### config.mk
export PLATFORM = sky130hd
export DESIGN_NAME = r4_seq_ctrl
export DESIGN_NICKNAME = d
export VERILOG_FILES = /design/src/rtl/r4_pkg.sv /design/src/rtl/r4_ctrl_rom.sv /design/src/rtl/r4_seq_ctrl.sv
export SDC_FILE = /design/constraint.sdc
export NUM_CORES = 1
export LEC_CHECK = 0
export ABC_AREA = 0
export BUFFER_PORTS_ARGS = -buffer_cell sky130_fd_sc_hd__buf_2
export CAP_MARGIN = 0
export CORE_MARGIN = 5
export CORE_UTILIZATION = 30
export CTS_BUF_LIST = sky130_fd_sc_hd__clkbuf_4
export DETAILED_ROUTE_END_ITERATION = 7
export GPL_TIMING_DRIVEN = 0
export PLACE_DENSITY = 0.55
export SLEW_MARGIN = 20
export SYNTH_ARGS = -nofsm -noshare
export SYNTH_HDL_FRONTEND = slang
export SYNTH_HIERARCHICAL = 1
export SYNTH_SLANG_ARGS = --single-unit
### constraint.sdc
create_clock -name clk -period 4.3 [get_ports clk]
set_input_delay 0.215 -clock clk [delete_from_list [all_inputs] [get_ports clk]]
set_output_delay 0.215 -clock clk [all_outputs]
set_load 0.05 [all_outputs]
### src/rtl/r4_pkg.sv
// Shared definitions for the radix-4 butterfly sequencer: default width,
// controller state encoding and the k -> {c1,c2,c3} control-code table.
package r4_pkg;

  localparam int DEF_WIDTH = 4;

  typedef enum logic {
    ST_IDLE = 1'b0,
    ST_BUSY = 1'b1
  } state_t;

  // Indexed by output index k; bit order is {c1,c2,c3}.
  localparam logic [2:0] CTRL_CODE [0:3] = '{3'b000, 3'b110, 3'b011, 3'b101};

endpackage

### src/rtl/r4_ctrl_rom.sv
// Decodes the butterfly output index k into the {c1,c2,c3} control code.
// Forces the all-zero code while the caller is not driving a block.
module r4_ctrl_rom
  import r4_pkg::*;
(
  input  logic       i_en,
  input  logic [1:0] i_k,
  output logic [2:0] o_code
);

  assign o_code = i_en ? CTRL_CODE[i_k] : 3'b000;

endmodule

### src/rtl/r4_seq_ctrl.sv
// Radix-4 butterfly sequencer: holds one accepted block on the butterfly inputs,
// steps k through 0..3 and registers each result into a back-pressured stream.
module r4_seq_ctrl
  import r4_pkg::*;
#(
  parameter int WIDTH = DEF_WIDTH
) (
  input  logic               clk,
  input  logic               rst_n,
  input  logic               in_valid,
  output logic               in_ready,
  input  logic [4*WIDTH-1:0] in_xr,
  input  logic [4*WIDTH-1:0] in_xi,
  output logic [4*WIDTH-1:0] bf_xr,
  output logic [4*WIDTH-1:0] bf_xi,
  output logic               bf_c1,
  output logic               bf_c2,
  output logic               bf_c3,
  input  logic [WIDTH-1:0]   bf_xro,
  input  logic [WIDTH-1:0]   bf_xio,
  output logic               out_valid,
  input  logic               out_ready,
  output logic [WIDTH-1:0]   out_re,
  output logic [WIDTH-1:0]   out_im,
  output logic [1:0]         out_idx,
  output logic               out_last,
  output logic [7:0]         blk_cnt
);

  state_t             r_state;
  logic [1:0]         r_k;
  logic [4*WIDTH-1:0] r_xr;
  logic [4*WIDTH-1:0] r_xi;
  logic               r_out_valid;
  logic [WIDTH-1:0]   r_out_re;
  logic [WIDTH-1:0]   r_out_im;
  logic [1:0]         r_out_idx;
  logic               r_out_last;
  logic [7:0]         r_blk_cnt;

  logic               w_busy;
  logic               w_advance;
  logic               w_last_step;
  logic               w_accept;
  logic [2:0]         w_code;

  assign w_busy      = (r_state == ST_BUSY);
  // Capture whenever the output register is empty or being drained this edge.
  assign w_advance   = w_busy && (!r_out_valid || out_ready);
  assign w_last_step = w_advance && (r_k == 2'd3);
  assign in_ready    = rst_n && (!w_busy || w_last_step);
  assign w_accept    = in_valid && in_ready;

  r4_ctrl_rom u_ctrl_rom (
    .i_en   (w_busy),
    .i_k    (r_k),
    .o_code (w_code)
  );

  always_ff @(posedge clk) begin
    if (!rst_n) begin
      r_state     <= ST_IDLE;
      r_k         <= 2'd0;
      r_xr        <= '0;
      r_xi        <= '0;
      r_out_valid <= 1'b0;
      r_out_re    <= '0;
      r_out_im    <= '0;
      r_out_idx   <= 2'd0;
      r_out_last  <= 1'b0;
      r_blk_cnt   <= 8'd0;
    end else begin
      if (w_advance) begin
        r_out_re    <= bf_xro;
        r_out_im    <= bf_xio;
        r_out_idx   <= r_k;
        r_out_last  <= (r_k == 2'd3);
        r_out_valid <= 1'b1;
        if (r_k == 2'd3) begin
          r_blk_cnt <= r_blk_cnt + 8'd1;
          r_k       <= 2'd0;
          r_state   <= ST_IDLE;
        end else begin
          r_k <= r_k + 2'd1;
        end
      end else if (r_out_valid && out_ready) begin
        r_out_valid <= 1'b0;
      end
      // A block accepted on the final capture edge overrides the return to IDLE.
      if (w_accept) begin
        r_xr    <= in_xr;
        r_xi    <= in_xi;
        r_k     <= 2'd0;
        r_state <= ST_BUSY;
      end
    end
  end

  assign bf_xr                 = r_xr;
  assign bf_xi                 = r_xi;
  assign {bf_c1, bf_c2, bf_c3} = w_code;
  assign out_valid             = r_out_valid;
  assign out_re                = r_out_re;
  assign out_im                = r_out_im;
  assign out_idx               = r_out_idx;
  assign out_last              = r_out_last;
  assign blk_cnt               = r_blk_cnt;

endmodule

# Word-level counts from Yosys, hierarchy flattened
# Cells that the tools add are included.
[classes]
n_addsub = 2
order_cmp = 1
eq_ne = 1
n_mux = 10
n_bitwise = 2
reduce_logical = 15
[ops]
columns = ["op", "n"]
rows = [
  ["3-bit two-way mux", 3],
  ["8-bit by 1-bit adder with 8-bit output (second input constant)", 1],
  ["3-bit binary-select mux with 2-bit select", 1],
  ["2-bit nonzero test", 3],
  ["1-bit logical AND", 5],
  ["1-bit two-way mux", 5],
  ["2-bit AND reduction", 2],
  ["3-bit >= comparator (second input constant)", 1],
  ["2-bit NOT with 3-bit output", 1],
  ["2-bit by 1-bit adder with 2-bit output (second input constant)", 1],
  ["2-bit == test (second input constant)", 1],
  ["1-bit zero test", 2],
  ["1-bit logical OR", 2],
  ["2-bit two-way mux", 1],
  ["2-bit OR reduction", 1],
  ["1-bit NOT", 1],
]
[totals]
regBits = 55
output_inout_bits = 56
elab_cells = 41

# Logic depth before layout (Yosys ltp)
# Gate-level depths: netlist of the first run.
[logic_depth]
word_depth = 9
ltp_mapped = 5

# By module
# Netlist of the first run, hierarchy kept.
[by_module_without_submodules]
columns = ["mod", "instances", "cells_each", "area_per_inst_um2"]
rows = [
  ["r4_seq_ctrl", 1, 245, 2277.2],
  ["r4_ctrl_rom", 1, 4, 28.8],
]

# Worst setup path before layout of the first run
# No wires, ideal clock.
[synth_path]
kind = "reg2out"
start = "reg r_out_valid (netlist: out_valid)"
end = "out in_ready"
t_arrival_ps = 1945
path_slack_ps = 2140
stages_incl_launch_ff = 4
path_buffers = 0
path_cell_list = "dfxtp_1 nand2b_2 nand3_4 a21boi_0"
[synth_via]
elab_chain_cells = 6
[synth_rtl]
columns = ["item", "line", "source"]
rows = [
  ["start: declaration", "r4_seq_ctrl.sv:34", "logic r_out_valid;"],
  ["start signal: assignment", "r4_seq_ctrl.sv:66", "r_out_valid <= 1'b0;"],
  ["start signal: assignment", "r4_seq_ctrl.sv:78", "r_out_valid <= 1'b1;"],
  ["start signal: assignment", "r4_seq_ctrl.sv:87", "r_out_valid <= 1'b0;"],
  ["1-bit zero test", "r4_seq_ctrl.sv:49", "assign w_advance = w_busy && (!r_out_valid || out_ready);"],
  ["1-bit logical OR", "r4_seq_ctrl.sv:49", ""],
  ["1-bit logical AND", "r4_seq_ctrl.sv:49", ""],
  ["1-bit logical AND", "r4_seq_ctrl.sv:50", "assign w_last_step = w_advance && (r_k == 2'd3);"],
  ["1-bit logical OR", "r4_seq_ctrl.sv:51", "assign in_ready = rst_n && (!w_busy || w_last_step);"],
  ["1-bit logical AND", "r4_seq_ctrl.sv:51", ""],
  ["end: declaration", "r4_seq_ctrl.sv:11", "output logic in_ready,"],
]
# Every way passes these cells.

# Worst setup path in the final report of the first run
[layout_path]
start = "reg r_k[0]"
end = "out in_ready"
[layout_via]
elab_chain_cells = 4
[layout_rtl]
columns = ["item", "line", "source"]
rows = [
  ["start: declaration", "r4_seq_ctrl.sv:31", "logic [1:0] r_k;"],
  ["start signal: assignment", "r4_seq_ctrl.sv:84", "r_k <= r_k + 2'd1;"],
  ["2-bit == test", "r4_seq_ctrl.sv:50", ""],
  ["1-bit logical AND", "r4_seq_ctrl.sv:50", ""],
  ["1-bit logical OR", "r4_seq_ctrl.sv:51", ""],
  ["1-bit logical AND", "r4_seq_ctrl.sv:51", ""],
]
# Every way passes these cells.

==> summary.txt, run 1 <==
Status
  – Status: finished, final reports clean

Setup path
  – Cells along the critical path: ha_1, nand3_4, a21boi_0, buf_2
  – Worst setup path startpoint: r_k[0]
  – CP delay by family, top: flip-flops
  – Worst Path Buf+Inv: 1
  – Crit path DAT: 1690 ps
  – Kind of critical path: reg -> out
  – Max FO, Critical Path: 6
  – Crit. End Element: primary output
  – CP Data Required Time: 4090 ps
  – Worst path slowest cell: dfxtp_1
  – Reg2reg setup slack: 2590 ps
  – CP max stage delay: 450 ps
  – Reg-to-reg critical path startpoint: r_k[0]
  – Startpoint Class: flip-flop

Die
  – Die footprint: 9540 sq um
  – I/O pin count: 100
  – Die height: 97.7 microns
  – Die W: 97.7 microns
  – FP Rows: 32
  – Core Area: 7610 sq um
  – Initial Util: 0.303

Clock network
  – Clk slew on worst S/H paths: 150 ps
  – CTS buffer count: 5
  – Clk_lat worst skew: 370 ps
  – Postcts setup bufs: 0
  – Cts hold-fix bufs: 0
  – Post-cts repair resize count: 0
  – Root Buffer: clkbuf_4
  – Clock Tree Buf Depth: 2
  – Sink Count: 55
  – H-tree depth: 2
  – CTS tree: yes

Timing
  – Slew HR: 0.691
  – Crit path time final: 1910 ps
  – Final hold violations: 0
  – Slew Limit Fails: 0
  – Setup violations, final: 0
  – Max Clock Skew: 15.2 ps
  – Fin crit share: 0.444
  – Max Fclk: 524 MHz
  – Worst-Margin Slew: 464 ps
  – RSZ-0062 raised after global routing: false
  – Setup TNS: 0 ps

Route
  – Drt drc: 0
  – Routed WL: 5020 microns
  – Vias: 1,869
  – WL/cell: 11.0 microns
  – Starting DRT DRC Count: 25
  – DRT Pass-1 Iters: 4
  – Post-DRT Antenna Nets: 0
  – Vias per Instance: 4.08

Yosys
  – Largest area contributor in the netlist: dfxtp_1
  – Yosys top cell area share: 0.477
  – Post-synthesis sequential area ratio: 0.477
  – Share of synthesized flip-flops with an asynchronous set or reset: 0
  – Post-Syn Area: 2310 sq um
  – Syn nets: 295
  – Area contributors post-synth: dfxtp_1, mux2i_1, nand2_1, inv_1, a21boi_0
  – Post-synthesis average cell area: 9.26 sq um
  – Ys flop type: dfxtp_1
  – Seq cells post-synth: 55
  – Top-count cell post-synth: nand2_1
  – Synth Instances: 249
  – Synth unique cells: 29
  – EDFF count, synth: 0
  – Commonest cells post-synth: nand2_1, dfxtp_1, mux2i_1, inv_1, a21boi_0
  – Ys Warns: 6

Global routing
  – First-pass GRT wire length: 8600 microns
  – GRT Resource Usage Total: 0.107
  – Vias in the first global route: 1,870
  – Largest net degree at the start of global routing: 16
  – Initial antenna violation count: 0
  – Overflow after GRT: 0

Power
  – Clock power frac: 0.220
  – Gate power share: 0.224
  – Switch Pwr: 0.000323 W
  – P_int: 0.000672 W
  – Sequential power share: 0.556
  – Switching Fraction: 0.324
  – P_leak: 1.49 nW
  – Worst VDD drop: 114 uV
  – PD cells: 334 nW/um^2
  – Total power: 0.000995 W

Min path
  – Hold path start: in_xi[2]
  – HP Class: in -> reg

Placed design
  – Placed Cells: 450
  – Buffers on Ports: 99
  – Routability cong.: 0.696
  – HPWL reported at the end of detailed placement: 3860 microns

Flow run
  – Max-Cap Viols: 0

Layout
  – Layout cells sized above 1: 0.331
  – Nets: 401
  – Area growth, synth to finish: 29.3%
  – Fin cells: 458
  – Antenna diode count: 0
==> layout by cell type (no fill, tap or decap), drive strengths merged, types with 2 or more instances in the layout <==
cell,Yosys,final
a21boi,12,12
a21oi,3,3
and2,10,10
buf,6,105
clkbuf,7,13
clkinv,0,2
dfxtp,55,55
ha,2,2
inv,33,33
mux2i,35,35
nand2,60,60
nand2b,2,2
nand3,3,3
nor2,2,2
nor2b,3,3
nor3b,3,3
nor4,3,3
xnor2,2,2
xor2,5,5
==> worst reg2reg max path, cell delays in order, from the launching register on <==
cell and delay (ps):
dfxtp_1 450, ha_1 270, nand3_4 140, a21oi_4 380
buf_6 230, mux2i_1 190
==> cells by family (layout without fill, tap and decap cells) <==
group | Yosys count | count (layout) | share of synthesized area
flip-flops | 55 | 55 | 0.477
AND/OR/NAND/NOR | 88 | 88 | 0.187
AO/OA/AOI/OAI | 16 | 16 | 0.0537
buffers and inverters | 46 | 153 | 0.0922
adder cells (fa/ha/maj) | 2 | 2 | 0.0109
multiplexers | 35 | 35 | 0.152
XOR/XNOR | 7 | 7 | 0.0266
==> worst paths after layout <==
path | to | cells past startpoint
setup / recovery | in_ready | 4
setup reg to reg | bf_xr[13] | 5
hold / removal | bf_xi[2] | 3
hold reg to reg | bf_xi[9] | 2
==> through the flow <==
step	utilization	setup WS, ps	area, sq um	hold WS (ps)
floorplan	-	2140	2310	351
global placement	0.385	2590	2930	440
detailed placement	0.385	2550	2930	445
CTS	0.392	2330	2980	31.9
global route	0.392	2240	2980	26.9
finish	0.392	2390	2980	63.3
==> layer usage <==
metal	GRT usage	vias to the layer above	share of wire	wire [microns]
met5	0	-	0	0
met4	0.0319	0	0.0076	38
met3	0.0380	4	0.085	427
met2	0.178	58	0.47	2340
met1	0.131	822	0.44	2220
li1	-	985	-	-
==> flip-flops by register name, summed over array words and instances, names as in the netlist <==
register,flops
r_k,2
bf_xi,16
blk_cnt,8
out_re,4
out_idx,2
out_im,4
out_valid,1
out_last,1
bf_xr,16
r_state,1
==> power by group through the flow <==
stage                     sequential [W]  clock (W)  combinational, W
after global routing            0.000558   0.000254          0.000240
after floorplan                 0.000658          0         0.0000701
after global placement          0.000564          0          0.000224
after CTS                       0.000554   0.000241          0.000227
final                           0.000553   0.000219          0.000223
after detailed placement        0.000564          0          0.000226
==> final cells by class <==
type	count	area, sq um
fillers	815	4630
flip-flops and latches	55	1100
multi-input cells	148	992
repair buffers	99	495
well taps	102	128
inverters	33	124
plain buffers	13	88.8
clock buffers	6	45.0
clock inverters	2	7.51
No activity file was read; power rests on OpenSTA's default activity.
==> run 2: changes to the inputs <==
--- a/config.mk
+++ b/config.mk
@@ -13,7 +13,7 @@
 export CTS_BUF_LIST = sky130_fd_sc_hd__clkbuf_4
 export DETAILED_ROUTE_END_ITERATION = 7
 export GPL_TIMING_DRIVEN = 0
-export PLACE_DENSITY = 0.55
+export PLACE_DENSITY = 0.57
 export SLEW_MARGIN = 20
 export SYNTH_ARGS = -nofsm -noshare
 export SYNTH_HDL_FRONTEND = slang
==> constraint.sdc (replaced) <==
create_clock -name clk -period 1.5 [get_ports clk]
set_input_delay 0.075 -clock clk [delete_from_list [all_inputs] [get_ports clk]]
set_output_delay 0.075 -clock clk [all_outputs]
set_load 0.05 [all_outputs]
==> run 2 against run 1 <==
Setup slack worse by 2300 ps; largest cell class unchanged; die area is the same; highest routed layer unchanged; count of clock-buffer cells in the layout shrank 1; routed wire length rose by 12%.
==> summary.txt, run 2 (synthesis gave the netlist of run 1 again) <==
Status
  – Status: finished, final reports clean

Layout
  – Filler cell count: 759
  – Final core area utilization: 0.464
  – Most common cell after layout, fill and taps aside: buf_2
  – Fin area: 3530 sq um
  – Layout cells sized above 1: 0.339
  – Fin cells: 506
  – Commonest cells after routing, fill and taps aside: buf_2, nand2_1, dfxtp_1, dlygate4sd3_1, mux2i_1
  – Antenna diode count: 0
  – Area growth, synth to finish: 53.0%
  – Nets: 449

Power
  – Clock power frac: 0.261
  – Sequential power share: 0.503
  – Gate power share: 0.237
  – P_int: 0.00217 W
  – P_leak: 1.72 nW
  – Switching Fraction: 0.312
  – Worst VDD drop: 490 uV
  – PD cells: 894 nW/um^2
  – Switch Pwr: 0.000985 W

Setup path
  – Reg2Reg Depth: 5
  – Crit. End Element: primary output
  – Reg2reg setup slack: 120 ps
  – Crit path DAT: 1340 ps
  – Worst path slowest cell: dfxtp_4
  – CP Data Required Time: 1420 ps
  – Worst Path Buf+Inv: 2
  – Max FO, Critical Path: 4
  – CP delay by family, top: flip-flops
  – Startpoint Class: flip-flop
  – CP max stage delay: 390 ps
  – Cells along the critical path: buf_4, xor2_1, and2_4, buf_8
  – Reg-to-reg critical path startpoint: r_k[0]
  – Kind of critical path: reg -> out
  – Reg-to-Reg End: bf_xr[8]
  – Worst setup path startpoint: r_k[1]

Die
  – Die W: 97.7 microns
  – FP Rows: 32
  – Die footprint: 9540 sq um
  – Die height: 97.7 microns
  – Initial Util: 0.303
  – Core Area: 7610 sq um
  – I/O pin count: 100

Timing
  – Slew Limit Fails: 0
  – Setup TNS: 0 ps
  – Setup violations, final: 0
  – Final hold violations: 0
  – Max Fclk: 704 MHz
  – Slew HR: 0.699
  – Worst hold margin: 158 ps
  – Fin crit share: 0.946
  – Max Clock Skew: 26.4 ps
  – RSZ-0062 raised after global routing: true
  – Crit path time final: 1420 ps
  – Worst-Margin Slew: 452 ps

Route
  – Vias: 2,091
  – WL/cell: 11.2 microns
  – Vias per Instance: 4.13
  – DRT Pass-1 Iters: 4
  – Post-DRT Antenna Nets: 0
  – Drt drc: 0
  – Routed WL: 5650 microns
  – Starting DRT DRC Count: 41

Clock network
  – CTS tree: yes
  – Clk slew on worst S/H paths: 170 ps
  – Sink Count: 55
  – Clock Tree Buf Depth: 2
  – H-tree depth: 2
  – Root Buffer: clkbuf_4
  – Clk_lat worst skew: 380 ps
  – CTS buffer count: 5

Placed design
  – Buffers on Ports: 99
  – HPWL reported at the end of detailed placement: 3880 microns
  – Placed Cells: 450
  – Routability cong.: 0.695
  – Dpl cell area: 2940 sq um

Global routing
  – GRT Resource Usage Total: 0.120
  – Overflow after GRT: 0
  – Initial antenna violation count: 0
  – Vias in the first global route: 2,128
  – First-pass GRT wire length: 9590 microns
  – Largest net degree at the start of global routing: 18

Flow run
  – Max-Cap Viols: 0

Min path
  – Hold EP: out_valid
  – HP Class: in -> reg
  – Worst Hold Path Cells: 4
  – Hold path start: out_ready
-- run 2: cell count changes in the layout (fill, tap and decap cells not counted), moves of 2 or more --
cell	delta
dlygate4sd3_1	+41
clkinv_1	-2
buf_4	+7
dfxtp_4	+2
buf_2	-2
dfxtp_2	+4
dfxtp_1	-6
-- run 2: power groups by stage --
| stage | Clock [W] | Sequential (W) | Combinational [W] |
|---|---|---|---|
| 6_report | 0.000822 | 0.00159 | 0.000747 |
| 5_1_grt | 0.000915 | 0.00160 | 0.000804 |
| 4_1_cts | 0.000877 | 0.00159 | 0.000747 |
| 3_5_place_dp | 0 | 0.00162 | 0.000651 |
| 3_3_place_gp | 0 | 0.00162 | 0.000646 |
| 2_1_floorplan | 0 | 0.00189 | 0.000202 |
-- run 2: final cells by class --
type	instances	area [sq um]	share of cell area
flip-flops and latches	55	1110	0.316
well taps	102	128	0.0362
clock inverters	3	43.8	0.0124
inverters	33	124	0.0351
clock buffers	5	37.5	0.0106
plain buffers	13	88.8	0.0252
multi-input cells	148	1020	0.288
repair buffers	147	975	0.276
-- run 2: worst max-delay path by stage --
stage,end,slack (ps),cells past startpoint
final,bf_c2,80,4
after floorplan,bf_xr[10],20,5
after detailed placement,bf_xr[8],-250,5
after global routing,in_ready,-10,4
after CTS,bf_c2,9,4
after global placement,bf_xr[12],-190,5
-- run 2: tightest hold or removal path: stages --
cell     delay (ps)
buf_2            80
nor2b_1          30
buf_2           160
o21a_1          170
-- run 2: routing by layer --
layer,track usage,vias to the layer above,share of wire,wire length [microns]
li1,-,1083,-,-
met1,0.131,943,0.41,2330
met2,0.217,59,0.50,2840
met3,0.0416,6,0.073,412
met4,0.0341,0,0.0097,55
met5,0,-,0,0
-- run 2: through the flow --
stage	worst slack (ps)	total power, W
6_report	80.4	0.00315
4_1_cts	8.63	0.00321
3_5_place_dp	-246	0.00227
5_1_grt	-9.87	0.00332
3_3_place_gp	-190	0.00226
2_1_floorplan	20.3	0.00209
-- run 2: timing repair --
action,4_1_cts,5_1_grt
endpoints found under the hold margin,41,0
endpoints found under the setup margin,41,18
cloned,0,0
hold buffers,41,0
gates resized for setup,9,5
pin swaps,1,3
setup buffers,5,2
